**config.mk**
```make
export PLATFORM = sky130hd
export DESIGN_NAME = lwe_decrypt_stream
export DESIGN_NICKNAME = d
export VERILOG_FILES = /design/src/rtl/lwe_pkg.sv /design/src/rtl/lwe_decode.sv /design/src/rtl/lwe_decrypt_stream.sv
export SDC_FILE = /design/constraint.sdc
export NUM_CORES = 1
export LEC_CHECK = 0
export CAP_MARGIN = 5
export CORE_ASPECT_RATIO = 2
export CORE_MARGIN = 8
export CORE_UTILIZATION = 46
export CTS_CLUSTER_DIAMETER = 30
export DETAILED_ROUTE_END_ITERATION = 7
export GPL_ROUTABILITY_DRIVEN = 0
export PLACE_DENSITY = 0.83
export SYNTH_ARGS = -nofsm -noshare
export SYNTH_HDL_FRONTEND = slang
export SYNTH_SLANG_ARGS = --single-unit
```
**constraint.sdc**
```tcl
create_clock -name clk -period 3.2 [get_ports clk]
set_input_delay 0.64 -clock clk [delete_from_list [all_inputs] [get_ports clk]]
set_output_delay 0.64 -clock clk [all_outputs]
set_load 0.01 [all_outputs]
```
**src/rtl/lwe_pkg.sv**
```systemverilog
// Shared types and decode-constant helpers for the streaming LWE decryptor.
// Optional rounding decode is selected by LWE_DECRYPT_ROUND_EN (see lwe_decode).
package lwe_pkg;

    typedef enum logic [1:0] {
        IDLE,
        ACCUM,
        DECODE,
        OUT
    } lwe_state_t;

    // Number of low accumulator bits dropped by the MSB-encoded decode.
    function automatic int decodeShift(input int cw, input int pw);
        return cw - pw;
    endfunction

    // Half of one plaintext step, added before truncation to round to nearest.
    function automatic int roundBias(input int cw, input int pw);
        return 1 << (cw - pw - 1);
    endfunction

endpackage

```
**src/rtl/lwe_decode.sv**
```systemverilog
// Combinational decode of the mod-q accumulator into a plaintext word.
// LWE_DECRYPT_ROUND_EN selects round-to-nearest MSB decode; default is legacy low-bit decode.
module lwe_decode
    import lwe_pkg::*;
#(
    parameter int CW = 10,
    parameter int PW = 6
) (
    input  logic [CW-1:0] acc_i,
    output logic [PW-1:0] result_o
);

`ifdef LWE_DECRYPT_ROUND_EN
    localparam int            SHIFT = decodeShift(CW, PW);
    localparam logic [CW-1:0] BIAS  = CW'(roundBias(CW, PW));

    logic [CW-1:0] biased;
    logic          unusedLowBits;

    // The add wraps mod q, so values just below q round back to plaintext 0.
    assign biased        = acc_i + BIAS;
    assign result_o      = biased[CW-1:SHIFT];
    assign unusedLowBits = ^biased[SHIFT-1:0];
`else
    logic unusedHighBits;

    assign result_o       = acc_i[PW-1:0];
    assign unusedHighBits = ^acc_i[CW-1:PW];
`endif

endmodule

```
**src/rtl/lwe_decrypt_stream.sv**
```systemverilog
// Streaming LWE decryptor: header beat (b) then DIMENSION (a_i,s_i) MAC beats, one decoded result.
// Decode style is chosen inside lwe_decode by the LWE_DECRYPT_ROUND_EN macro.
module lwe_decrypt_stream
    import lwe_pkg::*;
#(
    parameter int PLAINTEXT_WIDTH  = 6,
    parameter int CIPHERTEXT_WIDTH = 10,
    parameter int DIMENSION        = 4
) (
    input  logic                        clk,
    input  logic                        rst_n,
    input  logic                        in_valid,
    output logic                        in_ready,
    input  logic                        in_first,
    input  logic [CIPHERTEXT_WIDTH-1:0] ct_a,
    input  logic [CIPHERTEXT_WIDTH-1:0] sk,
    output logic                        out_valid,
    input  logic                        out_ready,
    output logic [PLAINTEXT_WIDTH-1:0]  result,
    output logic                        frame_err
);

    localparam int CW        = CIPHERTEXT_WIDTH;
    localparam int PW        = PLAINTEXT_WIDTH;
    localparam int CNT_WIDTH = (DIMENSION > 1) ? $clog2(DIMENSION) : 1;
    localparam logic [CNT_WIDTH-1:0] LAST_CNT = CNT_WIDTH'(DIMENSION - 1);

    lwe_state_t           state_q;
    logic [CW-1:0]        acc_q;
    logic [CNT_WIDTH-1:0] cnt_q;
    logic [PW-1:0]        result_q;
    logic                 out_valid_q;
    logic                 frame_err_q;

    logic [2*CW-1:0]      product_d;
    logic [CW-1:0]        macSum_d;
    logic [PW-1:0]        decoded_d;
    logic                 unusedProductHigh;

    // Only the low CW bits of the full product matter since everything is mod q.
    assign product_d         = {{CW{1'b0}}, ct_a} * {{CW{1'b0}}, sk};
    assign macSum_d          = acc_q + product_d[CW-1:0];
    assign unusedProductHigh = ^product_d[2*CW-1:CW];

    lwe_decode #(
        .CW (CW),
        .PW (PW)
    ) u_decode (
        .acc_i    (acc_q),
        .result_o (decoded_d)
    );

    assign in_ready  = (state_q == IDLE) || (state_q == ACCUM);
    assign out_valid = out_valid_q;
    assign result    = result_q;
    assign frame_err = frame_err_q;

    always_ff @(posedge clk or negedge rst_n) begin
        if (!rst_n) begin
            state_q     <= IDLE;
            acc_q       <= '0;
            cnt_q       <= '0;
            result_q    <= '0;
            out_valid_q <= 1'b0;
            frame_err_q <= 1'b0;
        end else begin
            frame_err_q <= 1'b0;
            case (state_q)
                IDLE: begin
                    if (in_valid) begin
                        if (in_first) begin
                            acc_q   <= ct_a;
                            cnt_q   <= '0;
                            state_q <= ACCUM;
                        end else begin
                            frame_err_q <= 1'b1;
                        end
                    end
                end
                ACCUM: begin
                    if (in_valid) begin
                        // A new header mid-frame abandons the partial sum and restarts.
                        if (in_first) begin
                            acc_q       <= ct_a;
                            cnt_q       <= '0;
                            frame_err_q <= 1'b1;
                        end else begin
                            acc_q <= macSum_d;
                            if (cnt_q == LAST_CNT) begin
                                cnt_q   <= '0;
                                state_q <= DECODE;
                            end else begin
                                cnt_q <= cnt_q + CNT_WIDTH'(1);
                            end
                        end
                    end
                end
                DECODE: begin
                    result_q    <= decoded_d;
                    out_valid_q <= 1'b1;
                    state_q     <= OUT;
                end
                OUT: begin
                    if (out_ready) begin
                        out_valid_q <= 1'b0;
                        state_q     <= IDLE;
                    end
                end
                default: state_q <= IDLE;
            endcase
        end
    end

endmodule

```
* Word-level counts from Yosys, hierarchy flattened
Cells that the tools add are included.
Word-level totals: flip-flop bits (word level) 22, input bits 25, output and inout bits 9, word-level logic and storage cells 51
Cells by class: $add $sub $neg 2, multiply operators 1, equality and inequality tests 10, multiplexer cells 25, reduce and logical (&&, ||, !) cells 7
Operators with widths (number):
- $mux W10 | 4
- $mux W2 | 11
- $pmux W10 S2 | 1
- $add A10 B10 Y10 | 1
- $mul A10 B10 Y10 | 1
- $ne A2 B2 Y1 const B | 5
- $pmux W2 S4 | 1
- $eq A2 B2 Y1 const B | 3
- $reduce_and A6 Y1 | 1
- $mux W1 | 5
- $pmux W1 S2 | 2
- $pmux W2 S2 | 1
- $reduce_and A4 Y1 | 1
- $reduce_bool A2 Y1 | 2
- $add A2 B1 Y2 const B | 1
- $eq A2 B1 Y1 const B | 1
- $logic_not A2 Y1 | 1
- $ne A2 B1 Y1 const B | 1
- $reduce_and A2 Y1 | 1
- $logic_or A1 B1 Y1 | 1

* Logic depth before layout (Yosys ltp)
depth in word-level cells 5, mapped depth 15, gate-level depth less buffers 15

* Hierarchy
From an unflattened synthesis, not the netlist that was laid out.
Unflattened totals: cells, all modules 319, area, all modules 2825.2 um^2
Modules (own cells, without submodules):
- lwe_decrypt_stream | instances 1, cells each 313, area each 2780.2 um^2, seq. area each 550.5 um^2
- lwe_decode | instances 1, cells each 6, area each 45.0 um^2, seq. area each 0.0 um^2

* Worst setup path after synthesis
OpenSTA, ideal clock, no wires.
path kind input port to flip-flop, start point in ct_a[0], end point reg acc_q[5], library setup time 0.125 ns, arrival time 3.902 ns, data required time 3.075 ns, path slack -0.827 ns, cell stages on the path 15, path buffers 0, cell sequence nand2_1 -> fa_1 -> inv_1 -> ha_1 -> fa_1 -> ha_1 -> inv_1 -> fa_1 -> inv_1 -> ha_1 -> a21oi_2 -> xnor2_2 -> xnor3_1 -> o21ai_1 -> mux2_2
Between the ends: cells in the longest elaborated chain, start to end 5
Ends and longest elaborated chain:
- start: declaration | line lwe_decrypt_stream.sv:15 | input logic [CIPHERTEXT_WIDTH-1:0] ct_a,
- $mul A10 B10 Y10 | line lwe_decrypt_stream.sv:41 | assign product_d = {{CW{1'b0}}, ct_a} * {{CW{1'b0}}, sk};
- $add A10 B10 Y10 | line lwe_decrypt_stream.sv:42 | assign macSum_d = acc_q + product_d[CW-1:0];
- $mux W10 | line lwe_decrypt_stream.sv:83 | if (in_first) begin
- $mux W10 | line lwe_decrypt_stream.sv:81 | if (in_valid) begin
- $pmux W10 S2 | line lwe_decrypt_stream.sv:68 | case (state_q)
- end signal: assignment | line lwe_decrypt_stream.sv:72 | acc_q <= ct_a;
- end signal: assignment | line lwe_decrypt_stream.sv:84 | acc_q <= ct_a;
- end signal: assignment | line lwe_decrypt_stream.sv:88 | acc_q <= macSum_d;
- end: declaration | line lwe_decrypt_stream.sv:29 | logic [CW-1:0] acc_q;
Every way passes these cells. The select of a mux whose other input is x is not followed. A chain may end at the register's enable or synchronous reset.

* Worst setup path after layout
start point in ct_a[2], end point reg acc_q[5]
Same word-level chain as after synthesis.

==> out/qor.yml <==
yosysTopAreaCellShare_pct: 29.46
final_cell_area_mm2: 0.002068
dp_hpwl_um: 3043
antenna_left: 0
power.density_mw_per_mm2: 795.1
crit_type: "in2reg"
clock_latency_ns: 0.25
synth_nets: 208
power.total_mw: 1.645
synth-seq-area-share_pct: 29.46
failed_checks: "setup timing"
maxCapViolCount: 0
antenna_found_initial: 0
cts_max_path_buffers: 2
hold_depth: 2
avgSynthCellArea_um2: 9.864
required_ns: 3.34
clk_pin_slew_ns: 0.06
yosys.area.top_type: "dfrtp_1"
fin_skew_ns: 0.003028
relSlewSlack_pct: 46.81
wl_um: 3609
vias: 1206
fin_tns_setup_ns: -0.8179
grt_usage_pct: 13.42
n_antenna_cell: 0
worst_slack_ns: -0.5132
synth_cell_types: 28
htreeDepth: 1
ys_warn_count: 0
root_buffer: "clkbuf_8"
viasPerCell: 5.360
instances_no_fill: 225
worst_slew_pin_slew_ns: 0.7954
syn_inst: 155
first_pass_iters: 3
rsz0062_at_grt: "yes"
start_util_pct: 47.88
cp-start-kind: "primary input"
cp-end-kind: "flip-flop"
min_path_type: "reg2reg"
rr_worst_depth: 12
wire_per_inst_um: 16.04
finalHoldViolCount: 0
port-buffer-count: 25
max_freq_mhz: 269.3
cp.arrival_ns: 3.85
coreArea_mm2: 0.003193
ios: 34
rows: 29
cts_tree: "built"
synthTopCellsByArea: "dfrtp_1, ha_1, fa_1, mux2_2, inv_1"
drc: 0
grt_max_degree: 19
place_inst: 219
final_nets: 248
synthToLayoutAreaGrowth_pct: 35.27
finalSetupViolations: 2
die_y_um: 97.53
post-route-min-period_ns: 3.713
p_leak_nw: 1.029
dieArea_mm2: 0.005536
vdd_drop_max_mv: 0.5516
clkSinkCount: 18
synthesis.area_mm2: 0.001529
n_fill_cell: 263
worstPathMaxFanout: 4
grt_pass1_vias: 1417
ys_seq_elements: 18
grt_pass1_wl_um: 6223
drv_slew: 0
period_share_pct: 116.0
die_x_um: 56.77
post-place-ws_ns: -1.436
status: "finished with violations"
drive_above_1_share_pct: 25.26
postPlaceCellArea_mm2: 0.001918
gr-total-overflow: 0
drtIter0Drc: 13
cts_buffers: 3
what timing repair did:
item	CTS	global route
hold buffers	0	0
setup buffers	0	2
resized for setup	51	6
pin swaps	12	11
endpoints found under the setup margin	3	3
path summary, 6_finish.rpt:
kind | start | endpoint | slack [ns]
max reg2reg | acc_q[3] | acc_q[5] | 0.17
max in group asynchronous | rst_n | acc_q[3] | 1.86
min reg2reg | cnt_q[1] | cnt_q[1] | 0.50
min | cnt_q[1] | cnt_q[1] | 0.50
min in group asynchronous | rst_n | acc_q[0] | 0.85
max | ct_a[2] | acc_q[5] | -0.51
flip-flops by register name, summed over array words and instances, names as in the netlist:
register   cells
acc_q          6
result         6
cnt_q          2
state_q        2
frame_err      1
out_valid      1
metal layers:
| metal | vias up | track usage (%) | wire [µm] |
|---|---|---|---|
| li1 | 577 | - | - |
| met1 | 590 | 12.70 | 1310 |
| met2 | 29 | 26.74 | 2138 |
| met3 | 10 | 1.440 | 76 |
| met4 | 0 | 5.636 | 83 |
| met5 | - | 0 | 0 |
worst max-delay path, cell delays in order:
cell and delay, ns:
buf_12 0.09, nand2_8 0.05, fa_1 0.55, inv_2 0.05, ha_4 0.15, fa_1 0.45
ha_1 0.29, inv_1 0.04, fa_1 0.49, inv_2 0.05, ha_4 0.27, a21oi_4 0.06
xnor2_2 0.13, xnor3_1 0.20, o21ai_1 0.06, mux2_4 0.28
cells in the mapped netlist, drive strengths merged:
| master | number |
|---|---|
| xor2 | 3 |
| nand2 | 23 |
| a21oi | 5 |
| xnor3 | 1 |
| clkbuf | 3 |
| o31ai | 1 |
| ha | 21 |
| mux2i | 3 |
| and2 | 9 |
| nor2 | 4 |
| mux2 | 9 |
| xnor2 | 9 |
| inv | 23 |
| nor3 | 2 |
| nand2b | 1 |
| or2 | 1 |
| o21ai | 6 |
| a21o | 2 |
| dfrtp | 18 |
| o22ai | 2 |
| a21boi | 1 |
| fa | 7 |
| nor4bb | 1 |
cell usage in the layout, fill, tap and decap left out, types with 2 or more instances in the layout:
cell             synthesis  final
inv_1                   23     20
nand2_1                 22     18
dfrtp_1                 18     18
ha_1                    21     17
clkdlybuf4s50_1          0     17
buf_4                    0     13
and2_1                   9      9
mux2_2                   9      8
xnor2_1                  7      7
fa_1                     7      7
nor2_1                   4      4
a21oi_1                  4      4
ha_4                     0      4
clkbuf_8                 1      4
inv_2                    0      3
nand2_2                  1      3
xor2_1                   3      3
o21ai_1                  1      3
mux2i_1                  3      3
o21ai_0                  5      3
buf_6                    0      3
nor3_1                   2      2
a21o_1                   2      2
o22ai_1                  2      2
xnor2_2                  2      2
buf_12                   0      2
kinds of logic after synthesis:
group	synth area share, %
AOI/OAI and AO/OA	6.628
xor gates and xnor gates	9.329
adders and majority gates	26.35
buffers and inverters	7.037
DFF	29.46
muxes	8.593
and+or+nand+nor	12.60
layout make-up:
class	count	area, µm²	share of cell area, %
multi-input combinational	111	1061	51.30
sequential	18	450.4	21.78
timing repair buffer	38	376.6	18.21
inverter	23	86.33	4.174
clock buffer	4	55.05	2.662
tap	31	38.79	1.875
through the flow:
stage	hold slack, ns	utilization (%)
6_report	0.4953	64.77
3_5_place_dp	0.4768	60.07
5_1_grt	0.5372	64.77
2_1_floorplan	0.3444	-
3_3_place_gp	0.4684	60.07
4_1_cts	0.4927	63.24
power breakdown:
| part | internal, mW | switching, mW |
|---|---|---|
| Sequential | 0.331 | 0.0776 |
| Clock | 0.109 | 0.0729 |
| Combinational | 0.568 | 0.486 |
| Total | 1.01 | 0.636 |
Note: power is estimated with default switching activity, not from simulation.
